<file path="src/rtl/image_rom_pkg.sv">
// Shared types and constants for the raw-image ROM read path.
//   ADDR_W / DATA_W     : ROM byte-address and pixel widths
//   IMG_BYTES           : number of valid image bytes (400x400)
//   ROM_LATENCY_DEF     : default edges from ROM address sample to valid rom_q
//   rom_addr_t / pix_t  : address and pixel types
//   rd_tag_t            : per-read tag travelling alongside the ROM access
package image_rom_pkg;

    localparam int ADDR_W          = 18;
    localparam int DATA_W          = 8;
    localparam int IMG_BYTES       = 160000;
    localparam int ROM_LATENCY_DEF = 1;

    typedef logic [ADDR_W-1:0] rom_addr_t;
    typedef logic [DATA_W-1:0] pix_t;

    typedef struct packed {
        logic valid;
        logic id;
        logic oor;
    } rd_tag_t;

    // An address at or beyond the image size has no pixel behind it.
    function automatic logic addr_oor(input rom_addr_t a);
        return 32'(a) >= 32'(IMG_BYTES);
    endfunction

endpackage

</file>
<file path="src/rtl/image_rom_arbiter_rr_arbiter2.sv">
// Two-way round-robin grant.
//   clk, rst : clock, synchronous active-high reset
//   req[1:0] : request valids (bit 0 = requester 0)
//   gnt[1:0] : one-hot or zero grant, only ever on a requesting bit
// The grant is the accept: the pointer moves on every cycle a grant is given.
module rr_arbiter2 (
    input  logic       clk,
    input  logic       rst,
    input  logic [1:0] req,
    output logic [1:0] gnt
);

    // Id of the requester granted most recently; 1 after reset so that
    // requester 0 wins the first contention.
    logic last_gnt;

    always_ff @(posedge clk) begin
        if (rst) begin
            last_gnt <= 1'b1;
        end else if (|gnt) begin
            last_gnt <= gnt[1];
        end
    end

    always_comb begin
        gnt = 2'b00;
        if (!rst) begin
            if (req[0] && (!req[1] || last_gnt)) begin
                gnt[0] = 1'b1;
            end else if (req[1]) begin
                gnt[1] = 1'b1;
            end
        end
    end

endmodule

</file>
<file path="src/rtl/image_rom_arbiter.sv">
// Shares the single-port raw-image ROM between the pixel engine (requester 0)
// and the display reader (requester 1).
//   clk, rst                    : clock, synchronous active-high reset
//   reqN_valid/reqN_addr        : read request from requester N
//   reqN_ready                  : request N accepted this cycle
//   rspN_valid/rspN_data/rspN_err : one-cycle response strobe, data, out-of-range flag
//   rom_addr                    : address to the ROM (sampled by the ROM every edge)
//   rom_q                       : ROM read data, ROM_LATENCY edges after address sample
// Every accepted read returns exactly ROM_LATENCY+1 cycles later to its own
// requester; out-of-range reads return 0x00 with err set and never touch the ROM.
module image_rom_arbiter
    import image_rom_pkg::*;
#(
    parameter int ROM_LATENCY = ROM_LATENCY_DEF
) (
    input  logic              clk,
    input  logic              rst,
    input  logic              req0_valid,
    input  logic [ADDR_W-1:0] req0_addr,
    output logic              req0_ready,
    output logic              rsp0_valid,
    output logic [DATA_W-1:0] rsp0_data,
    output logic              rsp0_err,
    input  logic              req1_valid,
    input  logic [ADDR_W-1:0] req1_addr,
    output logic              req1_ready,
    output logic              rsp1_valid,
    output logic [DATA_W-1:0] rsp1_data,
    output logic              rsp1_err,
    output logic [ADDR_W-1:0] rom_addr,
    input  logic [DATA_W-1:0] rom_q
);

    logic [1:0] gnt;
    logic       gnt_any;
    logic       gnt_id;
    rom_addr_t  gnt_addr;
    logic       gnt_oor;
    rom_addr_t  rom_addr_p0;
    rd_tag_t    tag_p [ROM_LATENCY+1];
    rd_tag_t    cap_tag;
    rd_tag_t    out_tag;
    pix_t       cap_pix;

    rr_arbiter2 u_arb (
        .clk (clk),
        .rst (rst),
        .req ({req1_valid, req0_valid}),
        .gnt (gnt)
    );

    assign req0_ready = gnt[0];
    assign req1_ready = gnt[1];

    assign gnt_any  = |gnt;
    assign gnt_id   = gnt[1];
    assign gnt_addr = gnt_id ? req1_addr : req0_addr;
    assign gnt_oor  = addr_oor(gnt_addr);

    // Grant cycle: the granted in-range address goes straight to the ROM so it
    // is sampled at the accept edge; otherwise the last address is replayed so
    // the ROM input does not toggle.
    always_comb begin
        rom_addr = rom_addr_p0;
        if (gnt_any && !gnt_oor) begin
            rom_addr = gnt_addr;
        end
    end

    always_ff @(posedge clk) begin
        if (rst) begin
            rom_addr_p0 <= '0;
        end else begin
            rom_addr_p0 <= rom_addr;
        end
    end

    // Tag stages: tag_p[k] describes the read accepted k+1 edges ago.
    always_ff @(posedge clk) begin
        if (rst) begin
            for (int i = 0; i <= ROM_LATENCY; i++) begin
                tag_p[i] <= '0;
            end
        end else begin
            tag_p[0] <= '{valid: gnt_any, id: gnt_id, oor: gnt_oor};
            for (int i = 1; i <= ROM_LATENCY; i++) begin
                tag_p[i] <= tag_p[i-1];
            end
        end
    end

    // Capture stage: rom_q for the read in tag_p[ROM_LATENCY-1] is valid now.
    assign cap_tag = tag_p[ROM_LATENCY-1];
    assign cap_pix = cap_tag.oor ? '0 : rom_q;

    always_ff @(posedge clk) begin
        if (rst) begin
            rsp0_data <= '0;
            rsp0_err  <= 1'b0;
            rsp1_data <= '0;
            rsp1_err  <= 1'b0;
        end else if (cap_tag.valid) begin
            if (cap_tag.id) begin
                rsp1_data <= cap_pix;
                rsp1_err  <= cap_tag.oor;
            end else begin
                rsp0_data <= cap_pix;
                rsp0_err  <= cap_tag.oor;
            end
        end
    end

    // Output stage: the strobe follows the last tag stage, aligned with the data.
    assign out_tag    = tag_p[ROM_LATENCY];
    assign rsp0_valid = out_tag.valid && !out_tag.id;
    assign rsp1_valid = out_tag.valid &&  out_tag.id;

endmodule

</file>
<file path="config.mk">
export PLATFORM = sky130hd
export DESIGN_NAME = image_rom_arbiter
export DESIGN_NICKNAME = d
export VERILOG_FILES = /design/src/rtl/image_rom_pkg.sv /design/src/rtl/image_rom_arbiter_rr_arbiter2.sv /design/src/rtl/image_rom_arbiter.sv
export SDC_FILE = /design/constraint.sdc
export NUM_CORES = 1
export LEC_CHECK = 0
export ABC_AREA = 1
export BUFFER_PORTS_ARGS = -buffer_cell sky130_fd_sc_hd__buf_2
export CAP_MARGIN = 20
export CORE_UTILIZATION = 30
export DETAILED_ROUTE_END_ITERATION = 8
export HOLD_SLACK_MARGIN = 0.12
export PLACE_DENSITY_LB_ADDON = 0.15
export REMOVE_ABC_BUFFERS = 1
export SLEW_MARGIN = 20
export SYNTH_ARGS = -nofsm -noshare
export SYNTH_HDL_FRONTEND = slang
export SYNTH_HIERARCHICAL = 1
export SYNTH_SLANG_ARGS = --single-unit
</file>
<file path="constraint.sdc">
create_clock -name clk -period 3.9 [get_ports clk]
set_clock_uncertainty 0.2 [all_clocks]
set_input_delay 0.39 -clock clk [delete_from_list [all_inputs] [get_ports clk]]
set_output_delay 0.39 -clock clk [all_outputs]
set_load 0.005 [all_outputs]
</file>
## After elaboration in Yosys (flattened, before gate mapping)

Memory sizes are Yosys's and may differ from the RTL's.
Cells that the tools add are included.

- $lt $le $gt $ge: 1
- Bitwise logic cells: 3
- Multiplexer cells: 12
- Reduce and logical (&&, ||, !) cells: 11

Operators by type and width:

| kind | count |
|---|---|
| 18-bit 2-to-1 mux | 2 |
| 18-bit greater-or-equal comparator, second input constant | 1 |
| 8-bit 2-to-1 mux | 1 |
| 1-bit 2-to-1 mux | 6 |
| 3-bit 2-to-1 mux | 2 |
| 1-bit logical AND | 4 |
| 2-bit AND reduction | 2 |
| 1-bit logical NOT | 3 |
| 2-bit 2-to-1 mux | 1 |
| 1-bit bitwise OR | 2 |
| 2-bit OR reduction | 1 |
| 1-bit logical OR | 1 |
| 1-bit NOT | 1 |

- Memories: 1
- Bits in registers: 37
- Memory bits (writable): 6

Memory list:

| name | words | bits a word | read ports | clocked after Yosys merged registers in | write ports | RTL line | source |
|---|---|---|---|---|---|---|---|
| tag_p | 2 | 3 | 2 | 0 | 2 | image_rom_arbiter.sv:40 | `rd_tag_t tag_p [ROM_LATENCY+1];` |

## Logic depth before layout (Yosys ltp)

Gate-level depths: netlist of the first run.

- Depth after elaboration: 10
- Depth in mapped cells: 16
- Gate-level depth less buffers: 15

## By module

The synthesis of the first run kept the hierarchy.

Modules (own cells, without submodules):

| module | area an instance (um^2) | seq. area each (um^2) | cells an instance | times used |
|---|---|---|---|---|
| image_rom_arbiter | 2030.7 | 820.8 | 286 | 1 |
| rr_arbiter2 | 67.6 | 20.0 | 11 | 1 |

## Least setup slack after synthesis of the first run

Ideal clock, no wire load.

- Path type: in2out
- Start point: input rst
- End point: output rom_addr[7]
- Stages on the path: 16
- Buffers on the path: 1
- Data arrival time: 1816 ps
- Setup slack: 1494 ps
- Cells stage by stage: inv_1 nand2_1 a21oi_1 inv_2 nand2_1 nand2_1 nor2_1 nand2_1 nand2_1 nand2_2 nand2_4 nand2_8 buf_12 nand2_2 nand2_2 inv_1

- Longest elaborated chain between the ends: 6
- Elaborated cells between the ends (all ways): 7

RTL lines:

| what | RTL line | source |
|---|---|---|
| start, declared | image_rom_arbiter.sv:17 | `input logic rst,` |
| 2-bit 2-to-1 mux (*) | image_rom_arbiter_rr_arbiter2.sv:27 | `if (!rst) begin` |
| net req1_ready | image_rom_arbiter.sv:26 | `output logic req1_ready,` |
| 18-bit 2-to-1 mux | image_rom_arbiter.sv:57 | `assign gnt_addr = gnt_id ? req1_addr : req0_addr;` |
| 18-bit greater-or-equal comparator | image_rom_pkg.sv:25 | `return 32'(a) >= 32'(IMG_BYTES);` |
| 1-bit logical NOT | image_rom_arbiter.sv:65 | `if (gnt_any && !gnt_oor) begin` |
| 1-bit logical AND | image_rom_arbiter.sv:65 |  |
| 18-bit 2-to-1 mux (*) | image_rom_arbiter.sv:65 |  |
| end, declared | image_rom_arbiter.sv:30 | `output logic [ADDR_W-1:0] rom_addr,` |

Mark *: on every way through the listed nets, which the timed path passes. The rest lies on a longest branch.

## Final worst setup path of the first run

- Start point: register u_arb.last_gnt
- End point: output rom_addr[17]

- Longest elaborated chain between the ends: 9
- Elaborated cells between the ends (all ways): 11

RTL lines:

| what | RTL line | source |
|---|---|---|
| start, declared | image_rom_arbiter_rr_arbiter2.sv:15 | `logic last_gnt;` |
| start signal, assigned | image_rom_arbiter_rr_arbiter2.sv:21 | `last_gnt <= gnt[1];` |
| 1-bit logical OR (*) | image_rom_arbiter_rr_arbiter2.sv:28 | `if (req[0] && (!req[1] \|\| last_gnt)) begin` |
| 1-bit logical AND (*) | image_rom_arbiter_rr_arbiter2.sv:28 |  |
| 1-bit 2-to-1 mux | image_rom_arbiter_rr_arbiter2.sv:28 |  |
| 2-bit 2-to-1 mux (*) | image_rom_arbiter_rr_arbiter2.sv:27 |  |
| 18-bit 2-to-1 mux | image_rom_arbiter.sv:57 |  |
| 18-bit greater-or-equal comparator | image_rom_pkg.sv:25 |  |
| 1-bit logical NOT | image_rom_arbiter.sv:65 |  |
| 1-bit logical AND | image_rom_arbiter.sv:65 |  |
| 18-bit 2-to-1 mux (*) | image_rom_arbiter.sv:65 |  |

Mark *: on every way between the ends. The rest lies on a longest branch, timed or not.

==> results of run 1 <==
[layer usage]
metal / up-vias / routed length (um) / track usage (%)
met4: 0 / 31 / 5.00
met5: - / 0 / 0
met2: 67 / 2120 / 22.0
met1: 821 / 2340 / 18.0
met3: 2 / 316 / 3.37
li1: 1060 / - / -
[state kept, by name, indices dropped and copies added (netlist names)]
| register | count |
|---|---|
| rsp1_data | 8 |
| rsp0_data | 8 |
| rsp1_err | 1 |
| rsp0_err | 1 |
| u_arb/last_gnt | 1 |
| rom_addr_p0 | 18 |
| tag_p | 5 |
[kinds of logic (layout without fill, tap and decap cells)]
| logic type | count (synthesis) | in the layout | share of synthesized area (%) |
|---|---|---|---|
| AO/OA/AOI/OAI | 34 | 34 | 8.29 |
| buffers and inverters | 71 | 158 | 16.1 |
| flip-flops | 42 | 42 | 40.1 |
| multiplexers | 8 | 8 | 3.82 |
| AND/OR/NAND/NOR | 142 | 142 | 31.7 |
[how the worst max path moves through the flow]
stage	start	end	depth (start not counted)
3_5_place_dp	rst	rom_addr[17]	18
5_1_grt	u_arb/last_gnt$_SDFFE_PP1P_	rom_addr[2]	15
6_report	u_arb/last_gnt$_SDFFE_PP1P_	rom_addr[17]	15
4_1_cts	u_arb/last_gnt$_SDFFE_PP1P_	rom_addr[17]	15
2_1_floorplan	rst	rom_addr[17]	15
3_3_place_gp	rst	rom_addr[3]	18
[cells in the mapped netlist]
| cell type | count | area, um2 |
|---|---|---|
| nand3_1 | 19 | 95.1 |
| buf_12 | 1 | 20.0 |
| a21oi_1 | 18 | 90.1 |
| nor2_2 | 11 | 68.8 |
| mux2i_1 | 8 | 80.1 |
| o21ai_2 | 1 | 8.76 |
| buf_6 | 6 | 67.6 |
| nand2_2 | 23 | 144 |
| clkbuf_1 | 3 | 11.3 |
| inv_2 | 3 | 11.3 |
| o21ai_0 | 15 | 75.1 |
| nand2_1 | 63 | 236 |
| nor2_1 | 24 | 90.1 |
| inv_1 | 57 | 214 |
| nand2_4 | 1 | 11.3 |
| clkbuf_8 | 1 | 13.8 |
| dfxtp_1 | 42 | 841 |
| nand2_8 | 1 | 20.0 |
[worst reg2reg max path: cells and delay by family (launching register included)]
kind	cells	cell delay, ps
buffers and inverters	2	340
DFF	1	350
and+or+nand+nor	11	1090
AOI/OAI and AO/OA	1	140
[report_power, final]
part	total [W]	internal (W)	switching, W
Clock	0.000293	0.000128	0.000165
Combinational	0.000229	0.0000945	0.000135
Sequential	0.000467	0.000457	0.00000967
Total	0.000989	0.000680	0.000309
[metrics by stage]
step	instance area [um2]	util, %	std cells	hold slack, ps	setup slack [ps]
finish	2640	39.1	464	142	1050
detailed placement	2550	37.7	456	231	1060
global route	2640	39.1	464	146	755
global placement	2550	37.7	456	235	1090
CTS	2640	39.1	464	135	1010
floorplan	1990	-	286	217	507
[layout make-up]
cell class              count  area [um2]
clock buffers               5        68.8
clock inverters             3        23.8
fillers                   748        4120
inverters                  60         225
multi-input cells         184         923
flip-flops and latches     42         841
well taps                  80         100
repair buffers             90         458
==> metrics.md, run 1 <==
| Metric | Value |
|---|---|
| Worst R2R Start | `u_arb/last_gnt$_SDFFE_PP1P_` |
| Commonest non-fill, non-tap cell in the layout | `buf_2` |
| Commonest non-fill, non-tap cells in the layout | `buf_2, nand2_1, inv_1` |
| Port buffer count | `87` |
| Initial antenna violation count | `0` |
| Die width | `~86 um` |
| Crit path required time | `3310 ps` |
| Layout area overhead | `25.8%` |
| CP max FO | `19` |
| Share of post-route cells with drive strength above 1 | `a little over a third` |
| Post-DR wirelength/cell | `between 10 and 15 um` |
| Final setup fails | `0` |
| Routed Antenna Nets | `0` |
| Core box area | `between 6000 and 7000 um2` |
| Largest net degree at the start of global routing | `29` |
| Leak Pwr | `about 1.5 nW` |
| Hold Crit Start | `rst` |
| Setup bufs post-CTS | `0` |
| Number of clock sinks | `42` |
| Worst vdd ir | `approximately 190 uV` |
| FF+latch count, synth | `42` |
| TritonCTS Buffers | `5` |
| Outcome | `finished, final reports clean` |
| Initial Utilization | `between 30% and 40%` |
| Ant diodes | `0` |
| Clock slew at reported path FFs | `90 ps` |
| Post-Syn Area per Cell | `just over 7 um2` |
| CP bufs+invs | `4` |
| Cells after synthesis | `a little under 300` |
| Top Ports | `88` |
| CP Cell Sequence | `a21oi_2 -> buf_4 -> inv_2 -> nand2_1 -> nand2_1 -> nor2_1 -> nand2_1 -> nand2_1 -> nand2_2 -> nand2_4 -> nand2_8 -> nand2_1 -> nand2_1 -> inv_1 -> buf_2` |
| CP endpoint kind | `output pin` |
| Global-route wire length before repair | `~7900 um` |
| Achievable Freq | `roughly 0.35 GHz` |
| Cell mode on critical path | `nand2_1` |
| Hold Fails Final Rpt | `0` |
| Clk Tree Root Cell | `clkbuf_8` |
| Grt total ovfl | `0` |
| HP Class | `input pin to flop` |
| Total die area | `7330 um2` |
| Register area share after synthesis | `40.1%` |
| Critical path class | `flop to output pin` |
| DRC Markers | `0` |
| Overall routing resource usage | `13.7%` |
| Min-Delay Endpoint | `u_arb/last_gnt$_SDFFE_PP1P_` |
| Reg2reg path depth | `14` |
| CTS tree | `yes` |
| Synthesis warning total | `6` |
| Hold buffers post-CTS | `0` |
| Min Tclk post-route | `~2800 ps` |
| CP delay by family, top | `simple AND/OR/NAND/NOR gates` |
| Final setup TNS | `0 ps` |
| Vias in the first global route | `roughly 1700` |
| R2r endpoint | `rom_addr_p0[17]$_SDFF_PP0_` |
| Routability cong. | `approximately 0.75` |
| DRT iter0 DRCs | `30` |
| DR pass1 iterations | `4` |
| Final period utilization | `between 70% and 80%` |
| RSZ-0062 raised after global routing | `false` |
| Total Wirelength | `around 4800 um` |
| Site Rows | `30` |
| R2r setup slk | `1750 ps` |
| Worst-Skew Late Latency | `roughly 300 ps` |
| Critical path's slowest cell | `dfxtp_1` |
| Worst slew margin | `39.2%` |
| CP arrival | `~2300 ps` |
| Slew Viols, Final | `0` |
| Crit path largest cell delay | `350 ps` |
| Post-CTS resize count | `0` |
| Via density | `about 4.2` |
| Hold path cells | `3` |
| Max Cap Viol | `0` |
| Via Count | `approximately 2000` |
| Unique cell type count in the Yosys netlist | `18` |
| Clock buffer depth | `2` |
| Syn Std Cell Area | `about 2100 um2` |
| DP Wirelength | `3530 um` |
| Die height | `around 86 um` |
| Nets | `between 400 and 500` |
| H-tree Lvls | `2` |
| Worst slew pin tran | `~900 ps` |
| Power, Total | `between 0.0009 and 0.001 W` |
| CP startpoint kind | `flop` |
| PD cells | `around 370 nW/um2` |
Note: power is estimated with default switching activity, not from simulation.
==> run 2: changes to the inputs <==
==> constraint.sdc (replaced) <==
create_clock -name clk -period 2.8 [get_ports clk]
set_clock_uncertainty 0.2 [all_clocks]
set_input_delay 0.28 -clock clk [delete_from_list [all_inputs] [get_ports clk]]
set_output_delay 0.28 -clock clk [all_outputs]
set_load 0.005 [all_outputs]
==> run 2 against run 1 <==
Effect of this change: register-to-register slack lost 950 ps; critical path depth shrank 1; die area is the same; combinational power grew 50%; via count grew 2.7%; sequential power grew 39%; clock power grew 39%; final cell count grew 2.6%; count of clock-buffer cells in the layout is the same; cell area grew 5.3%; largest power group unchanged; power grew 42%; critical path type unchanged.
==> metrics.md, run 2 (synthesized netlist as in run 1, its figures left out) <==
| Metric | Value |
|---|---|
| Post-DR wirelength/cell | `10.7 um (+3.4%)` |
| CP startpoint kind | `flop` |
| Largest net degree at the start of global routing | `29 (unchanged)` |
| Final setup fails | `0 (unchanged)` |
| Final period utilization | `92.3%` |
| Crit path launch | `u_arb/last_gnt$_SDFFE_PP1P_` |
| Clock slew at reported path FFs | `90 ps (about the same)` |
| Total die area | `7330 um2 (unchanged)` |
| Top Ports | `88 (unchanged)` |
| Final setup TNS | `0 ps (unchanged)` |
| Max Cap Viol | `0 (unchanged)` |
| Multi-input gate area in the final layout | `952 um2 (+3.1%)` |
| Initial Utilization | `31.1% (unchanged)` |
| Total Wirelength | `5100 um (+6.1%)` |
| # fillers | `741 (-0.94%)` |
| Number of clock sinks | `42 (unchanged)` |
| CP max FO | `20 (+1)` |
| Placed cell areas | `2550 um2 (+0.29%)` |
| Layout area overhead | `32.5%` |
| Vias in the first global route | `1826 (+5.4%)` |
| Overall routing resource usage | `14.6% (+0.91 points)` |
| TritonCTS Buffers | `5 (unchanged)` |
| CP Cell Sequence | `a21oi_2 -> buf_6 -> nand2_1 -> nand2_1 -> nand2_1 -> nor2_1 -> nand2_1 -> nand2_2 -> nand2_8 -> nand2_8 -> nand2_1 -> nand2_1 -> inv_1 -> buf_2` |
| Nets | `443 (+2.8%)` |
| Worst-Skew Late Latency | `300 ps (about the same)` |
| CP endpoint kind | `output pin` |
| Port buffer count | `87 (unchanged)` |
| Crit path required time | `2320 ps (-990 ps)` |
| Ant diodes | `0 (unchanged)` |
| Share of post-route cells with drive strength above 1 | `35.6% (-0.59 points)` |
| Hold Fails Final Rpt | `0 (unchanged)` |
| CP arrival | `2110 ps (-150 ps)` |
| CTS tree | `yes` |
| Achievable Freq | `between 0.3 and 0.4 GHz` |
| Hold slack | `153 ps (+11.0 ps)` |
| Die width | `85.6 um (unchanged)` |
| DRT iter0 DRCs | `38 (+27%)` |
| Clk Tree Root Cell | `clkbuf_8` |
| R2r endpoint | `rom_addr_p0[2]$_SDFF_PP0_` |
| Slew Viols, Final | `0 (unchanged)` |
| Fin cells | `476 (+2.6%)` |
| Clock buffer depth | `2 (unchanged)` |
| Via density | `4.21 (+0.13%)` |
| Critical path's slowest cell | `dfxtp_1` |
| Worst vdd ir | `203 uV (+7.4%)` |
| Grt total ovfl | `0 (unchanged)` |
| HP Class | `input pin to flop` |
| Worst slew margin | `67.9% (+29 points)` |
| Crit path largest cell delay | `360 ps (about the same)` |
| Leak Pwr | `1.56 nW (+3.4%)` |
| Hold Crit Start | `req0_addr[3]` |
| Min Tclk post-route | `2590 ps` |
| Worst R2R Start | `u_arb/last_gnt$_SDFFE_PP1P_` |
| Via Count | `2003 (+2.7%)` |
| R2r setup slk | `800 ps (-950 ps)` |
| # placed instances | `457 (+0.22%)` |
| Setup ws final | `215 ps (-837 ps)` |
| Global-route wire length before repair | `8380 um (+5.7%)` |
| DRC Markers | `0 (unchanged)` |
| Top flop regs | `rom_addr_p0 x18, rsp0_data x8, rsp1_data x8` |
| Worst slack, placed | `291 ps (-773 ps)` |
| Core box area | `6760 um2 (unchanged)` |
| Worst slew pin tran | `481 ps (-427 ps)` |
| Routability cong. | `0.784 (+4.7%)` |
| Outcome | `finished, final reports clean` |
| Critical path class | `flop to output pin` |
| Reg2reg path depth | `13 (-1)` |
| Commonest non-fill, non-tap cells in the layout | `buf_2, nand2_1, inv_1` |
| H-tree Lvls | `2 (unchanged)` |
| DR pass1 iterations | `4 (unchanged)` |
| RSZ-0062 raised after global routing | `false` |
| Routed Antenna Nets | `0 (unchanged)` |
| Die height | `85.6 um (unchanged)` |
| DP Wirelength | `3510 um (-0.55%)` |
| Max FFs per register | `18 (unchanged)` |
| Worst setup path end | `rom_addr[4]` |
| Commonest non-fill, non-tap cell in the layout | `buf_2` |
| Site Rows | `30 (unchanged)` |
| PD cells | `505 nW/um2 (+35%)` |
| Fin area | `2780 um2 (+5.3%)` |
| Largest reg by FF count | `rom_addr_p0` |
| Seq. cell area | `841 um2 (unchanged)` |
| Initial antenna violation count | `0 (unchanged)` |
| Cell mode on critical path | `nand2_1` |
-- run 2: final cells by class --
type | instances | share of cell area [%]
tap | 80 | 3.60
inverter | 60 | 8.10
multi-input combinational | 185 | 34.2
clock inverter | 3 | 0.855
timing repair buffer | 101 | 20.5
clock buffer | 5 | 2.48
sequential | 42 | 30.2
-- run 2: metal layers --
| metal | vias to the layer above | part of all wire, % | GRT usage [%] | routed length [um] |
|---|---|---|---|---|
| met1 | 841 | 48 | 18.8 | 2460 |
| met4 | 0 | 1.2 | 5.30 | 60 |
| met3 | 5 | 6.2 | 3.46 | 316 |
| met5 | - | 0 | 0 | 0 |
| li1 | 1083 | - | - | - |
| met2 | 74 | 44 | 23.9 | 2260 |
-- run 2: repair_timing --
action / 4_1_cts / 5_1_grt
endpoints found under the hold margin: 15 / 0
setup endpoints to repair: 0 / 18
hold buffers: 10 / 0
gates resized for setup: 0 / 3
buffers inserted: 0 / 0
-- run 2: worst max-delay path: cells and delay by family (launching register included) --
family | cells | cell delay (ps)
buf+inv | 3 | 330
compound gates | 1 | 210
flops | 1 | 360
simple gates | 10 | 890
-- run 2: through the flow --
stage | power, W | util [%]
after floorplan | 0.000857 | -
after global placement | 0.000990 | 37.8
after detailed placement | 0.000992 | 37.8
after CTS | 0.00142 | 40.7
after global routing | 0.00151 | 41.1
final | 0.00140 | 41.1
-- run 2: where the power goes --
group	switching (W)	internal, W	leakage [nW]
logic	0.000198	0.000145	1.17
registers	0.0000141	0.000637	0.344
clock network	0.000230	0.000178	0.0408
total	0.000442	0.000961	1.56
-- run 2: worst min path at each step --
| stage | endpoint | slack [ps] | cells past startpoint |
|---|---|---|---|
| 2_1_floorplan | rom_addr_p0[10]$_SDFF_PP0_ | 150 | 1 |
| 3_3_place_gp | tag_p[0][4]$_SDFF_PP0_ | 230 | 2 |
| 3_5_place_dp | tag_p[0][4]$_SDFF_PP0_ | 230 | 2 |
| 4_1_cts | rom_addr_p0[5]$_SDFF_PP0_ | 140 | 5 |
| 5_1_grt | rom_addr_p0[0]$_SDFF_PP0_ | 170 | 5 |
| 6_report | rom_addr_p0[3]$_SDFF_PP0_ | 150 | 5 |
==> run 3: changes to the inputs <==
--- a/config.mk
+++ b/config.mk
@@ -9,6 +9,7 @@
 export BUFFER_PORTS_ARGS = -buffer_cell sky130_fd_sc_hd__buf_2
 export CAP_MARGIN = 20
 export CORE_UTILIZATION = 30
+export CTS_BUF_LIST = sky130_fd_sc_hd__clkbuf_4
 export DETAILED_ROUTE_END_ITERATION = 8
 export HOLD_SLACK_MARGIN = 0.12
 export PLACE_DENSITY_LB_ADDON = 0.15
==> run 3 against run 2 <==
Effect of this change: combinational power up 9.6%; via count rose by 5.0%; critical path depth is 6 lower; first-iteration DRC count is 29% higher; largest cell class unchanged; core utilization up 2.7 points; worst hold slack improved by 22 ps; sequential power hardly changed; count of clock-buffer cells in the layout unchanged; register-to-register slack worse by 510 ps; worst setup slack worse by 78 ps; critical path type unchanged.
==> metrics.md, run 3 (synthesized netlist as in run 1, its figures left out) <==
| Metric | Value |
|---|---|
| Total die area | `7330 um2 (unchanged)` |
| Via density | `4.24 (+0.81%)` |
| Routed Antenna Nets | `0 (unchanged)` |
| Top Ports | `88 (unchanged)` |
| Max Cap Viol | `0 (unchanged)` |
| Total Wirelength | `5220 um (+2.3%)` |
| HP Class | `input pin to flop` |
| Worst R2R Start | `u_arb/last_gnt$_SDFFE_PP1P_` |
| Util after Layout | `43.9% (+2.7 points)` |
| Nets | `463 (+4.5%)` |
| Achievable Freq | `0.375 GHz (-2.9%)` |
| Layout area overhead | `41.2%` |
| WL met3 | `263 um (-17%)` |
| Met2 routed wirelength | `2320 um (+2.5%)` |
| Commonest non-fill, non-tap cells in the layout | `buf_2, nand2_1, inv_1` |
| Core box area | `6760 um2 (unchanged)` |
| R2r setup slk | `290 ps (-510 ps)` |
| Crit path launch | `u_arb/last_gnt$_SDFFE_PP1P_` |
| Clk Tree Root Cell | `clkbuf_4` |
| Final setup fails | `0 (unchanged)` |
| Grt total ovfl | `0 (unchanged)` |
| Critical path depth | `8 (-6)` |
| Top flop regs | `rom_addr_p0 x18, rsp0_data x8, rsp1_data x8` |
| Worst-Skew Late Latency | `360 ps (+60 ps)` |
| Die width | `85.6 um (unchanged)` |
| DRC Markers | `0 (unchanged)` |
| Max FFs per register | `18 (unchanged)` |
| PD cells | `457 nW/um2 (-9.5%)` |
| Outcome | `finished, final reports clean` |
| CP startpoint kind | `flop` |
| Hold Fails Final Rpt | `0 (unchanged)` |
| Port buffer count | `87 (unchanged)` |
| Final period utilization | `95.1% (+2.8 points)` |
| Largest net degree at the start of global routing | `29 (unchanged)` |
| Worst slew pin tran | `468 ps (-13.2 ps)` |
| Die height | `85.6 um (unchanged)` |
| Ant diodes | `0 (unchanged)` |
| CP max FO | `9 (-55%)` |
| Min Tclk post-route | `2660 ps (+78.3 ps)` |
| Crit path largest cell delay | `560 ps (+200 ps)` |
| CP arrival | `2180 ps (+70 ps)` |
| # placed instances | `457 (unchanged)` |
| CTS tree | `yes` |
| Highest metal used | `met4` |
| Worst slew margin | `68.7% (+0.88 points)` |
| H-tree Lvls | `2 (unchanged)` |
| DP Wirelength | `3510 um (unchanged)` |
| Worst setup path end | `rom_addr[5]` |
| Commonest non-fill, non-tap cell in the layout | `buf_2` |
| Number of clock sinks | `42 (unchanged)` |
| Slew Viols, Final | `0 (unchanged)` |
| Largest reg by FF count | `rom_addr_p0` |
| Worst vdd ir | `163 uV (-20%)` |
| Routability cong. | `0.784 (unchanged)` |
| TritonCTS Buffers | `5 (unchanged)` |
| Global-route wire length before repair | `8740 um (+4.4%)` |
| Fin cells | `496 (+4.2%)` |
| Post-DR wirelength/cell | `10.5 um (-1.8%)` |
| Site Rows | `30 (unchanged)` |
| RSZ-0062 raised after global routing | `true` |
| Clock buffer depth | `2 (unchanged)` |
| R2r endpoint | `rom_addr_p0[17]$_SDFF_PP0_` |
| CP endpoint kind | `output pin` |
| Initial antenna violation count | `0 (unchanged)` |
| CP Cell Sequence | `a21oi_4 -> buf_8 -> mux2i_1 -> dlygate4sd3_1 -> nand3_1 -> nand2_1 -> inv_1 -> buf_2` |
| CP delay by family, top | `buffers and inverters` |
| Reg2reg path depth | `14 (+1)` |
| Clock slew at reported path FFs | `140 ps (+50 ps)` |
| Overall routing resource usage | `15.0% (+0.37 points)` |
| Share of post-route cells with drive strength above 1 | `34.4% (-1.2 points)` |
| Vias in the first global route | `1950 (+6.8%)` |
| Via Count | `2104 (+5.0%)` |
| Initial Utilization | `31.1% (unchanged)` |
| Critical path class | `flop to output pin` |
| Leak Pwr | `1.63 nW (+4.6%)` |
| DRT iter0 DRCs | `49 (+29%)` |
| Critical path's slowest cell | `dlygate4sd3_1` |
| Crit path required time | `2320 ps (about the same)` |
| DR pass1 iterations | `4 (unchanged)` |
| Power, Total | `0.00135 W (-3.6%)` |
| Met1 wire length | `2580 um (+4.7%)` |
| CP bufs+invs | `4 (+1)` |
## run 3: cell count changes in the layout (fill, tap and decap cells not counted), sizes merged
cell	delta
buf	+1
dlygate4sd3	+19
## run 3: timing repair
item	CTS	global route
hold buffers	29	0
resized for setup	0	7
setup buffers	0	1
hold endpoints to repair	27	0
endpoints found under the setup margin	0	21
## run 3: report_power, final
part / internal, W / leakage [nW] / switching, W / total (W)
logic: 0.000173 / 1.25 / 0.000204 / 0.000377
registers: 0.000638 / 0.344 / 0.0000145 / 0.000653
clock network: 0.000101 / 0.0278 / 0.000222 / 0.000323
## run 3: final cells by class
type	instances	area (um2)
clock buffers	5	37.5
fillers	724	3790
multi-input cells	185	960
clock inverters	3	23.8
repair buffers	121	774
inverters	60	225
flip-flops and latches	42	842
well taps	80	100
## run 3: metal layers
| layer | vias up | global-route usage (%) |
|---|---|---|
| li1 | 1125 | - |
| met1 | 905 | 19.4 |
| met2 | 68 | 25.3 |
| met3 | 6 | 3.08 |
| met4 | 0 | 4.39 |
| met5 | - | 0 |
## run 3: how the worst min path moves through the flow
stage,from,endpoint,slack [ps],depth (start not counted)
final,req0_addr[8],rom_addr_p0[8]$_SDFF_PP0_,170,7
after global routing,req1_addr[16],rom_addr_p0[16]$_SDFF_PP0_,200,7
after CTS,req0_addr[8],rom_addr_p0[8]$_SDFF_PP0_,170,7
after detailed placement,tag_p[0][1]$_SDFF_PP0_,tag_p[0][4]$_SDFF_PP0_,230,2
after global placement,tag_p[0][1]$_SDFF_PP0_,tag_p[0][4]$_SDFF_PP0_,230,2
after floorplan,rst,rom_addr_p0[10]$_SDFF_PP0_,150,1
## run 3: worst min-delay path: stages
cell     delay (ps)
buf_2            70
nand2_1          40
nand2_1          70
inv_1            40
nand3_1          80
nand2_2          70
nor2_2           60
## run 3: per-stage QoR
step / cell area [um2] / setup TNS, ps / setup WS, ps / hold slack [ps]
floorplan: 1990 / -9510 / -373 / 147
global placement: 2550 / 0 / 315 / 232
detailed placement: 2550 / 0 / 291 / 232
CTS: 2910 / 0 / 26.4 / 168
global route: 2960 / -168 / -42.1 / 203
finish: 2960 / 0 / 137 / 175
